$ cat config.mk
export PLATFORM = sky130hd
export DESIGN_NAME = div_r4_seq_flat
export DESIGN_NICKNAME = d
export VERILOG_FILES = /design/src/rtl/div_pkg.sv /design/src/rtl/div_r4_seq_if.sv /design/src/rtl/div_r4_digit.sv /design/src/rtl/div_r4_seq.sv /design/src/flat_wrapper.sv
export SDC_FILE = /design/constraint.sdc
export NUM_CORES = 1
export LEC_CHECK = 0
export BUFFER_PORTS_ARGS = -buffer_cell sky130_fd_sc_hd__buf_2
export CAP_MARGIN = 20
export CORE_MARGIN = 8
export CORE_UTILIZATION = 45
export DETAILED_ROUTE_END_ITERATION = 8
export PLACE_DENSITY = 0.71
export SYNTH_ARGS = -nofsm -noshare
export SYNTH_HDL_FRONTEND = slang
export SYNTH_SLANG_ARGS = --single-unit
$ cat constraint.sdc
create_clock -name clk -period 9.2 [get_ports clk]
set_input_delay 0.92 -clock clk [delete_from_list [all_inputs] [get_ports clk]]
set_output_delay 0.92 -clock clk [all_outputs]
set_load 0.02 [all_outputs]
$ cat src/rtl/div_pkg.sv
// Shared types and helpers for the radix-4 sequential divider.
package div_pkg;

    typedef enum logic [2:0] {
        IDLE,
        SETUP,
        ITER,
        FIX,
        DONE
    } state_t;

    localparam int DIGIT_BITS = 2;

    // Widest operand the helper below supports; callers zero-extend and truncate.
    localparam int MAX_W = 64;

    // Two's-complement magnitude / conditional negate, modulo 2^MAX_W.
    function automatic logic [MAX_W-1:0] twos_abs(input logic [MAX_W-1:0] v, input logic neg);
        return neg ? -v : v;
    endfunction

endpackage

$ cat src/rtl/div_r4_seq_if.sv
// Request/response bundle between the execute stage and the radix-4 divider.
interface div_r4_seq_if #(
    parameter int W = 32
);
    logic         start;
    logic         x_signed;
    logic         y_signed;
    logic [W-1:0] x;
    logic [W-1:0] y;
    logic         ready;
    logic         valid;
    logic [W-1:0] q;
    logic [W-1:0] r;
    logic         dz;

    modport master (
        output start, x_signed, y_signed, x, y,
        input  ready, valid, q, r, dz
    );

    modport slave (
        input  start, x_signed, y_signed, x, y,
        output ready, valid, q, r, dz
    );
endinterface

$ cat src/rtl/div_r4_digit.sv
// Radix-4 digit selection: picks the largest multiple of ay not exceeding pr.
module div_r4_digit
    import div_pkg::*;
#(
    parameter int W = 32
) (
    input  logic [W+1:0]            pr,
    input  logic [W-1:0]            ay,
    input  logic [W+1:0]            ay3,
    output logic [DIGIT_BITS-1:0]   d,
    output logic [W+1:0]            pr_next
);

    logic [W+1:0] ay1;
    logic [W+1:0] ay2;

    assign ay1 = {2'b00, ay};
    assign ay2 = {1'b0, ay, 1'b0};

    always_comb begin
        if (pr >= ay3) begin
            d       = DIGIT_BITS'(3);
            pr_next = pr - ay3;
        end else if (pr >= ay2) begin
            d       = DIGIT_BITS'(2);
            pr_next = pr - ay2;
        end else if (pr >= ay1) begin
            d       = DIGIT_BITS'(1);
            pr_next = pr - ay1;
        end else begin
            d       = DIGIT_BITS'(0);
            pr_next = pr;
        end
    end

endmodule

$ cat src/rtl/div_r4_seq.sv
// Iterative radix-4 signed/unsigned divider with RISC-V divide-by-zero/overflow results.
// Define DIV_EARLY_OUT_EN to skip leading zero digit pairs of the dividend.
module div_r4_seq
    import div_pkg::*;
#(
    parameter int W = 32
) (
    input  logic          clk,
    input  logic          reset,
    div_r4_seq_if.slave   bus
);

    localparam int CW = $clog2(W/2 + 1);

    state_t state, state_nx;

    logic          ready, valid;
    logic [W-1:0]  x_l, y_l;
    logic          xs_l, ys_l;
    logic [W-1:0]  ax, ay, q_acc;
    logic [W+1:0]  ay3, pr;
    logic [CW-1:0] cnt;
    logic          neg_q, neg_r;
    logic [W-1:0]  q_r, r_r;
    logic          dz_r;

    logic          x_neg, y_neg;
    logic [W-1:0]  ax_n, ay_n, ax_init;
    logic [W+1:0]  ay3_n;
    logic [CW-1:0] cnt_init;
    logic [W+1:0]  pr_shift, pr_next;
    logic [DIGIT_BITS-1:0] d;
    logic [W-1:0]  q_fix, r_fix;

    // Operand conditioning, evaluated from the latched request during SETUP.
    assign x_neg = xs_l & x_l[W-1];
    assign y_neg = ys_l & y_l[W-1];
    assign ax_n  = W'(twos_abs(MAX_W'(x_l), x_neg));
    assign ay_n  = W'(twos_abs(MAX_W'(y_l), y_neg));
    assign ay3_n = {2'b00, ay_n} + {1'b0, ay_n, 1'b0};

`ifdef DIV_EARLY_OUT_EN
    localparam int LZW = $clog2(W + 1);

    logic [LZW-1:0] lz;
    logic [CW-1:0]  lz_pairs;

    always_comb begin
        lz = LZW'(W);
        for (int i = 0; i < W; i++) begin
            if (ax_n[i]) lz = LZW'(W - 1 - i);
        end
    end

    assign lz_pairs = CW'(lz >> 1);
    assign ax_init  = ax_n << {lz_pairs, 1'b0};
    // A zero dividend still runs one iteration so the FSM path is uniform.
    assign cnt_init = (lz_pairs == CW'(W/2)) ? CW'(1) : CW'(W/2) - lz_pairs;
`else
    assign ax_init  = ax_n;
    assign cnt_init = CW'(W/2);
`endif

    assign pr_shift = {pr[W-1:0], ax[W-1 -: DIGIT_BITS]};

    div_r4_digit #(.W(W)) u_digit (
        .pr      (pr_shift),
        .ay      (ay),
        .ay3     (ay3),
        .d       (d),
        .pr_next (pr_next)
    );

    assign q_fix = dz_r ? '1  : W'(twos_abs(MAX_W'(q_acc), neg_q));
    assign r_fix = dz_r ? x_l : W'(twos_abs(MAX_W'(pr[W-1:0]), neg_r));

    // FSM: state register
    always_ff @(posedge clk) begin
        if (reset) state <= IDLE;
        else       state <= state_nx;
    end

    // FSM: next state
    always_comb begin
        // NOTE: default first so every path assigns state_nx; otherwise a latch is inferred.
        state_nx = state;
        case (state)
            IDLE:    if (bus.start) state_nx = SETUP;
            SETUP:   state_nx = (y_l == '0) ? FIX : ITER;
            ITER:    if (cnt == CW'(1)) state_nx = FIX;
            FIX:     state_nx = DONE;
            DONE:    state_nx = IDLE;
            default: state_nx = IDLE;
        endcase
    end

    // FSM: outputs
    always_comb begin
        ready = (state == IDLE);
        valid = (state == DONE);
    end

    // Architecturally visible results: reset, and held between operations.
    always_ff @(posedge clk) begin
        if (reset) begin
            q_r  <= '0;
            r_r  <= '0;
            dz_r <= 1'b0;
        end else begin
            case (state)
                IDLE:  if (bus.start) dz_r <= 1'b0;
                SETUP: if (y_l == '0) dz_r <= 1'b1;
                FIX: begin
                    q_r <= q_fix;
                    r_r <= r_fix;
                end
                default: ;
            endcase
        end
    end

    // NOTE: working registers are not reset; each is loaded before it is read.
    always_ff @(posedge clk) begin
        case (state)
            IDLE: begin
                if (bus.start) begin
                    x_l  <= bus.x;
                    y_l  <= bus.y;
                    xs_l <= bus.x_signed;
                    ys_l <= bus.y_signed;
                end
            end
            SETUP: begin
                ax    <= ax_init;
                ay    <= ay_n;
                ay3   <= ay3_n;
                neg_q <= x_neg ^ y_neg;
                neg_r <= x_neg;
                pr    <= '0;
                q_acc <= '0;
                cnt   <= cnt_init;
            end
            ITER: begin
                ax    <= ax << DIGIT_BITS;
                pr    <= pr_next;
                q_acc <= {q_acc[W-DIGIT_BITS-1:0], d};
                cnt   <= cnt - CW'(1);
            end
            default: ;
        endcase
    end

    assign bus.ready = ready;
    assign bus.valid = valid;
    assign bus.q     = q_r;
    assign bus.r     = r_r;
    assign bus.dz    = dz_r;

endmodule

$ cat src/flat_wrapper.sv
// flat-port wrapper written by rule: the top's interface ports become plain ports
module div_r4_seq_flat import div_pkg::*;
#(
    parameter int W = 32
)
  (clk, reset, bus_start, bus_x_signed, bus_y_signed, bus_x, bus_y, bus_ready, bus_valid, bus_q, bus_r, bus_dz);
  div_r4_seq_if #(.W(W)) bus_i ();
  input  logic clk;
  input  logic reset;
  input wire logic [$bits(bus_i.start)-1:0] bus_start;
  input wire logic [$bits(bus_i.x_signed)-1:0] bus_x_signed;
  input wire logic [$bits(bus_i.y_signed)-1:0] bus_y_signed;
  input wire logic [$bits(bus_i.x)-1:0] bus_x;
  input wire logic [$bits(bus_i.y)-1:0] bus_y;
  output wire logic [$bits(bus_i.ready)-1:0] bus_ready;
  output wire logic [$bits(bus_i.valid)-1:0] bus_valid;
  output wire logic [$bits(bus_i.q)-1:0] bus_q;
  output wire logic [$bits(bus_i.r)-1:0] bus_r;
  output wire logic [$bits(bus_i.dz)-1:0] bus_dz;
  assign bus_i.start = bus_start;
  assign bus_i.x_signed = bus_x_signed;
  assign bus_i.y_signed = bus_y_signed;
  assign bus_i.x = bus_x;
  assign bus_i.y = bus_y;
  assign bus_ready = bus_i.ready;
  assign bus_valid = bus_i.valid;
  assign bus_q = bus_i.q;
  assign bus_r = bus_i.r;
  assign bus_dz = bus_i.dz;
  div_r4_seq #(.W(W)) u_core (.clk(clk), .reset(reset), .bus(bus_i));
endmodule
# Word level (Yosys, flattened, before mapping)
# Index checks and enable logic that the tools add are counted.
# totals
regBits,303
latch_bits,0
ram_bits,0
romBits,0
out_inout_bits,67
wordCells,69
mem_count,0
# classes
addsub,9
n_mul,0
n_div,0
n_lt_le_gt_ge,3
eq_ne,8
n_shift,0
muxes,23
bitwise_logic,3
n_reduce_logical,7
# ops
cell,count
32-bit two-way mux,9
32-bit case mux with 2 select lines,3
32-bit negator,4
32-bit subtractor,3
32-bit by 33-bit adder with 34-bit output,1
34-bit by 32-bit >= comparator with 1-bit output,1
34-bit by 33-bit >= comparator with 1-bit output,1
34-bit >= comparator,1
32-bit logical NOT,1
3-bit case mux with 4 select lines,1
5-bit case mux with 2 select lines,1
"3-bit by 2-bit equality test with 1-bit output, second input constant",2
3-bit two-way mux,2
"5-bit by 1-bit equality test with 1-bit output, second input constant",1
"5-bit by 1-bit subtractor with 5-bit output, second input constant",1
1-bit two-way mux,4
2-bit two-way mux,2
"2-bit by 1-bit != test with 1-bit output, second input constant",2
2-bit AND reduction,2
2-bit nonzero test,2
"3-bit by 1-bit equality test with 1-bit output, second input constant",1
"3-bit equality test, second input constant",1
3-bit logical NOT,1
3-bit AND reduction,1
other kinds (4),5

# Logic depth before layout (Yosys ltp)
# logic_depth
ltp_word,5
depth_mapped,18

# Modules after synthesis
# From an unflattened synthesis, not the netlist that was laid out.
# unflattened
hier_cells,2395
hier_area_um2,21707.1
# by_module_without_submodules
mod,instances,cells_per_inst,area_each_um2,seq_area_each_um2
div_r4_seq,1,1393,15020.7,8388.0
div_r4_digit,1,1002,6686.4,0.0

# Worst setup path after synthesis
# Ideal clock, no wire load.
# synth_path
kind,register to register
startpoint,register u_core.y_l[4]
endpoint,register u_core.ay3[32] (data pin)
setup_ns,0.268
arrival_ns,4.208
required_time_ns,8.932
path_slack_ns,4.724
stages_incl_launch_ff,17
synth_period_minus_slack_ns,4.476
cell_sequence,edfxtp_1 > nor4_1 > nand2_1 > o41ai_1 > xnor2_1 > ha_1 > a21o_1 > a21o_1 > a21o_1 > or3_1 > a31oi_1 > nor4_1 > o31a_1 > o311a_1 > o21ai_1 > a21oi_1 > xor2_1
# synth_between
elab_chain_len,3
# synth_lines
element,line,source
"start, declared",div_r4_seq.sv:18,"logic [W-1:0] x_l, y_l;"
"start signal, assigned",div_r4_seq.sv:128,y_l <= bus.y;
32-bit negator,div_pkg.sv:19,return neg ? -v : v;
32-bit two-way mux *,div_pkg.sv:19,
32-bit by 33-bit adder with 34-bit output *,div_r4_seq.sv:40,"assign ay3_n = {2'b00, ay_n} + {1'b0, ay_n, 1'b0};"
via u_core.ay3_n[32],div_r4_seq.sv:29,logic [W+1:0] ay3_n;
"end signal, assigned",div_r4_seq.sv:136,ay3 <= ay3_n;
"end, declared",div_r4_seq.sv:21,"logic [W+1:0] ay3, pr;"
# The timed path passes the listed nets; every way through them passes the cells marked *.
# A chain may end at the register's enable or synchronous reset.

# Worst setup path after layout
# layout_path
startpoint,register u_core.y_l[4]
endpoint,register u_core.ay3[32] (data pin)
# layout_between
elab_chain_len,3
# layout_lines
element,line,source
32-bit negator,div_pkg.sv:19,
32-bit two-way mux,div_pkg.sv:19,
via u_core.ay_n[7],div_r4_seq.sv:28,"logic [W-1:0] ax_n, ay_n, ax_init;"
32-bit by 33-bit adder with 34-bit output,div_r4_seq.sv:40,
via u_core.ay3_n[32],div_r4_seq.sv:29,
# The timed path passes the listed nets, and every way through them passes these cells.

==> metrics.md <==
| Metric | Value |
|---|---|
| Filler cells | `4075` |
| Post-Place Worst Slack | `4.13 ns` |
| Gate Count Post-Synth | `2199` |
| Dominant synthesized flop cell | `edfxtp_1` |
| Most frequent cell after synthesis | `nand2_1` |
| Vias in the first global route | `16100` |
| Critical path required time | `9.48 ns` |
| Number of I/O port buffers | `135` |
| Largest net degree at the start of global routing | `69` |
| Post-synthesis cell area | `20300 sq um` |
| Clock sink count | `302` |
| Final worst path period need | `5.08 ns` |
| Pwr Density | `196 nW/um^2` |
| Final setup margin | `4.12 ns` |
| Nets | `2509` |
| H-tree Lvls | `2` |
| Initial Util | `45.8%` |
| Worst r2r src | `u_core.y_l[4]$_DFFE_PP_` |
| First-pass GRT wire length | `87.2 mm` |
| DRC Markers | `0` |
| Design Area, Final | `22700 sq um` |
| Min-Delay Path Class | `flop to flop` |
| Worst setup SP type | `flop` |
| Tot GR Track Use | `20.3%` |
| Distinct cell type count after synthesis | `72` |
| Slowest stage cell, crit path | `nor4_1` |
| Asr flop ratio synth | `0%` |
| Clock Latency Late Sink | `0.56 ns` |
| Crit path top cell by count | `nor4_1` |
| Net Count, Synth | `2406` |
| Syn avg cell area | `9.22 sq um` |
| Core Region | `44300 sq um` |
| Crit-path cells | `nor4_1, nand2_1, o21ai_0, xnor2_1, ha_1, or4_1, nand2b_1, o221ai_1, o311ai_0, a31oi_1, nor4_1, o31a_1, o311a_1, o21ai_1, a21oi_1, xor2_1` |
| Yosys top cell by area | `edfxtp_1` |
| Area of placed instances | `21500 sq um` |
| Post-CTS Hold Fix Bufs | `0` |
| R2r setup slk | `4.12 ns` |
| Cts repair resizes | `0` |
| Post-layout power | `4.46 mW` |
| Total CTS buffers | `36` |
| Yosys warns | `0` |
| Vias | `17000` |
| Rows | `77` |
| Worst-path maximum fanout | `8` |
| CTS tree | `built` |
| Final setup vio count | `0` |
| Met3 usage | `3.24%` |
| VDD IR max | `0.175 mV` |
| Residual overflow from global routing | `0` |
| GR Layer Usage met1 | `29.1%` |
| Type of the worst setup path | `flop to flop` |
| DRT iter0 DRCs | `1588` |
| TNS Setup | `0 ns` |
| MaxCap Viol Count | `0` |
| Slew headroom | `27.3%` |
| ANT nets after route | `0` |
| Met2 Use GR | `31.5%` |
| Layout cells sized above 1 | `10.2%` |
| Max incr delay on CP | `0.84 ns` |
| Post-DP HPWL | `41.9 mm` |
| Initial antenna violation count | `0` |
| Drt total wl | `55.5 mm` |
| Setup Buffers After CTS | `0` |
| Levels on crit path | `16` |
| CTS clk-pin slew, worst paths | `0.06 ns` |
| Clock buffer depth | `3` |
| Worst Setup EP | `u_core.ay3[32]$_DFFE_PP_` |
| Worst Reg-to-Reg Cells | `16` |
| Worst reg2reg endpoint | `u_core.ay3[32]$_DFFE_PP_` |
| RSZ-0062 raised after global routing | `no` |
| Final core utilization | `51.2%` |
| Fmax achieved | `197 MHz` |
| Yosys reg bits | `302` |
| Vias/cell | `5.81` |
| Share of the synthesized area in the top cell type | `34.6%` |
| Outcome | `complete, no violations` |
| Worst Tran Pin Value | `1.06 ns` |
| Die Wd | `228 um` |
| GRT Max-Usage Layer | `met2` |
| Die Ht | `228 um` |
| LEAKAGE | `9.10 nW` |
| Max-slew violation count | `0` |
| Buf/Inv on CP | `0` |
| Crit. Startpoint | `u_core.y_l[4]$_DFFE_PP_` |
| Crit-path leading delay family | `compound AO/OA/AOI/OAI gates` |
| Commonest cells post-synth | `nand2_1, edfxtp_1, a21oi_1, o21ai_0, nor2_1` |
| Final period util | `55.2%` |
| Root Driver | `clkbuf_16` |
| DR WL/cell | `19.0 um` |
| Part of the Yosys area used for sequential elements | `41.4%` |
| Worst Clk Skew | `0.0347 ns` |
| Synth area leaders | `edfxtp_1, ha_1, dfxtp_1` |
| Worst EP arrival | `5.37 ns` |
| ANT cells | `0` |
| Die Area | `52100 sq um` |
| Number of synthesized flops with an enable pin | `234` |
| Gpl congestion | `0.901` |
| Final Hold Fails | `0` |
| DRT Pass-1 Iters | `5` |
| Top Ports | `136` |
| P&R area growth vs syn | `11.9%` |
| CP Capture Type | `flop` |
layout make-up:
class	count	area (sq um)	share of cell area, %
clock buffers	49	1000	4.41
clock inverters	17	153	0.672
inverters	115	432	1.90
multi-input cells	1696	11200	49.3
flip-flops and latches	302	8390	37.0
well taps	592	741	3.26
repair buffers	151	803	3.54
worst reg2reg max path, delay by kind of cell, from the launching register on:
kind	cells	cell delay [ns]
AOI/OAI and AO/OA	8	1.95
and+or+nand+nor	5	1.93
DFF	1	0.42
xor gates and xnor gates	2	0.30
adders and majority gates	1	0.25
logic make-up after synthesis:
logic type	share of synthesized area, %
adders and majority gates	8.66
DFF	41.4
xor gates and xnor gates	9.72
AOI/OAI and AO/OA	20.8
and+or+nand+nor	15.3
muxes	0.413
buffers and inverters	3.72
per-stage QoR:
stage	hold WS, ns	cells
after floorplan	0.477	2199
after global placement	0.442	2855
after detailed placement	0.444	2855
after CTS	0.452	2921
after global routing	0.475	2922
final	0.452	2922
layout by cell type (no fill, tap or decap), types with 25 or more instances in the layout:
cell	n
xnor2_1	135
ha_1	134
o31ai_1	34
inv_1	114
nand3_1	27
a21oi_1	167
xor2_1	90
or3_1	25
o21ai_0	159
buf_2	135
and3_1	43
edfxtp_1	234
nand2_1	257
o22ai_1	40
nor3_1	37
nand2b_1	25
clkbuf_16	37
o211ai_1	38
dfxtp_1	67
nor2_1	150
a21o_1	66
layer usage:
layer  vias to the layer above  part of all wire [%]
li1                       8261                     -
met1                      8074                    48
met2                       563                    43
met3                        71                   6.6
met4                         0                   2.2
met5                         -                     0
how the worst min path moves through the flow:
stage / startpoint / endpoint / cells past startpoint
3_5_place_dp: u_core.bus.r[26]$_SDFFE_PP0P_ / u_core.bus.r[26]$_SDFFE_PP0P_ / 2
6_report: u_core.bus.r[26]$_SDFFE_PP0P_ / u_core.bus.r[26]$_SDFFE_PP0P_ / 2
3_3_place_gp: u_core.bus.r[9]$_SDFFE_PP0P_ / u_core.bus.r[9]$_SDFFE_PP0P_ / 2
5_1_grt: u_core.bus.r[23]$_SDFFE_PP0P_ / u_core.bus.r[23]$_SDFFE_PP0P_ / 2
4_1_cts: u_core.bus.r[26]$_SDFFE_PP0P_ / u_core.bus.r[26]$_SDFFE_PP0P_ / 2
2_1_floorplan: u_core.state[2]$_SDFFE_PP0P_ / u_core.state[0]$_SDFFE_PP0P_ / 1
sequential cells by signal, summed over array words and instances (netlist names):
name / flops
u_core.ay3: 33
u_core.ax: 32
u_core.ay: 32
u_core.bus.q: 32
u_core.bus.r: 32
u_core.pr: 32
u_core.q_acc: 32
u_core.x_l: 32
u_core.y_l: 32
u_core.cnt: 5
u_core.state: 3
u_core.bus.dz: 1
u_core.neg_q: 1
u_core.neg_r: 1
u_core.xs_l: 1
u_core.ys_l: 1
where the power goes:
part / switching [mW] / internal, mW / leakage [nW]
clock network: 0.591 / 0.803 / 0.566
logic: 0.795 / 0.532 / 5.77
registers: 0.107 / 1.63 / 2.77
total: 1.49 / 2.97 / 9.10
No activity file was read; power rests on OpenSTA's default activity.
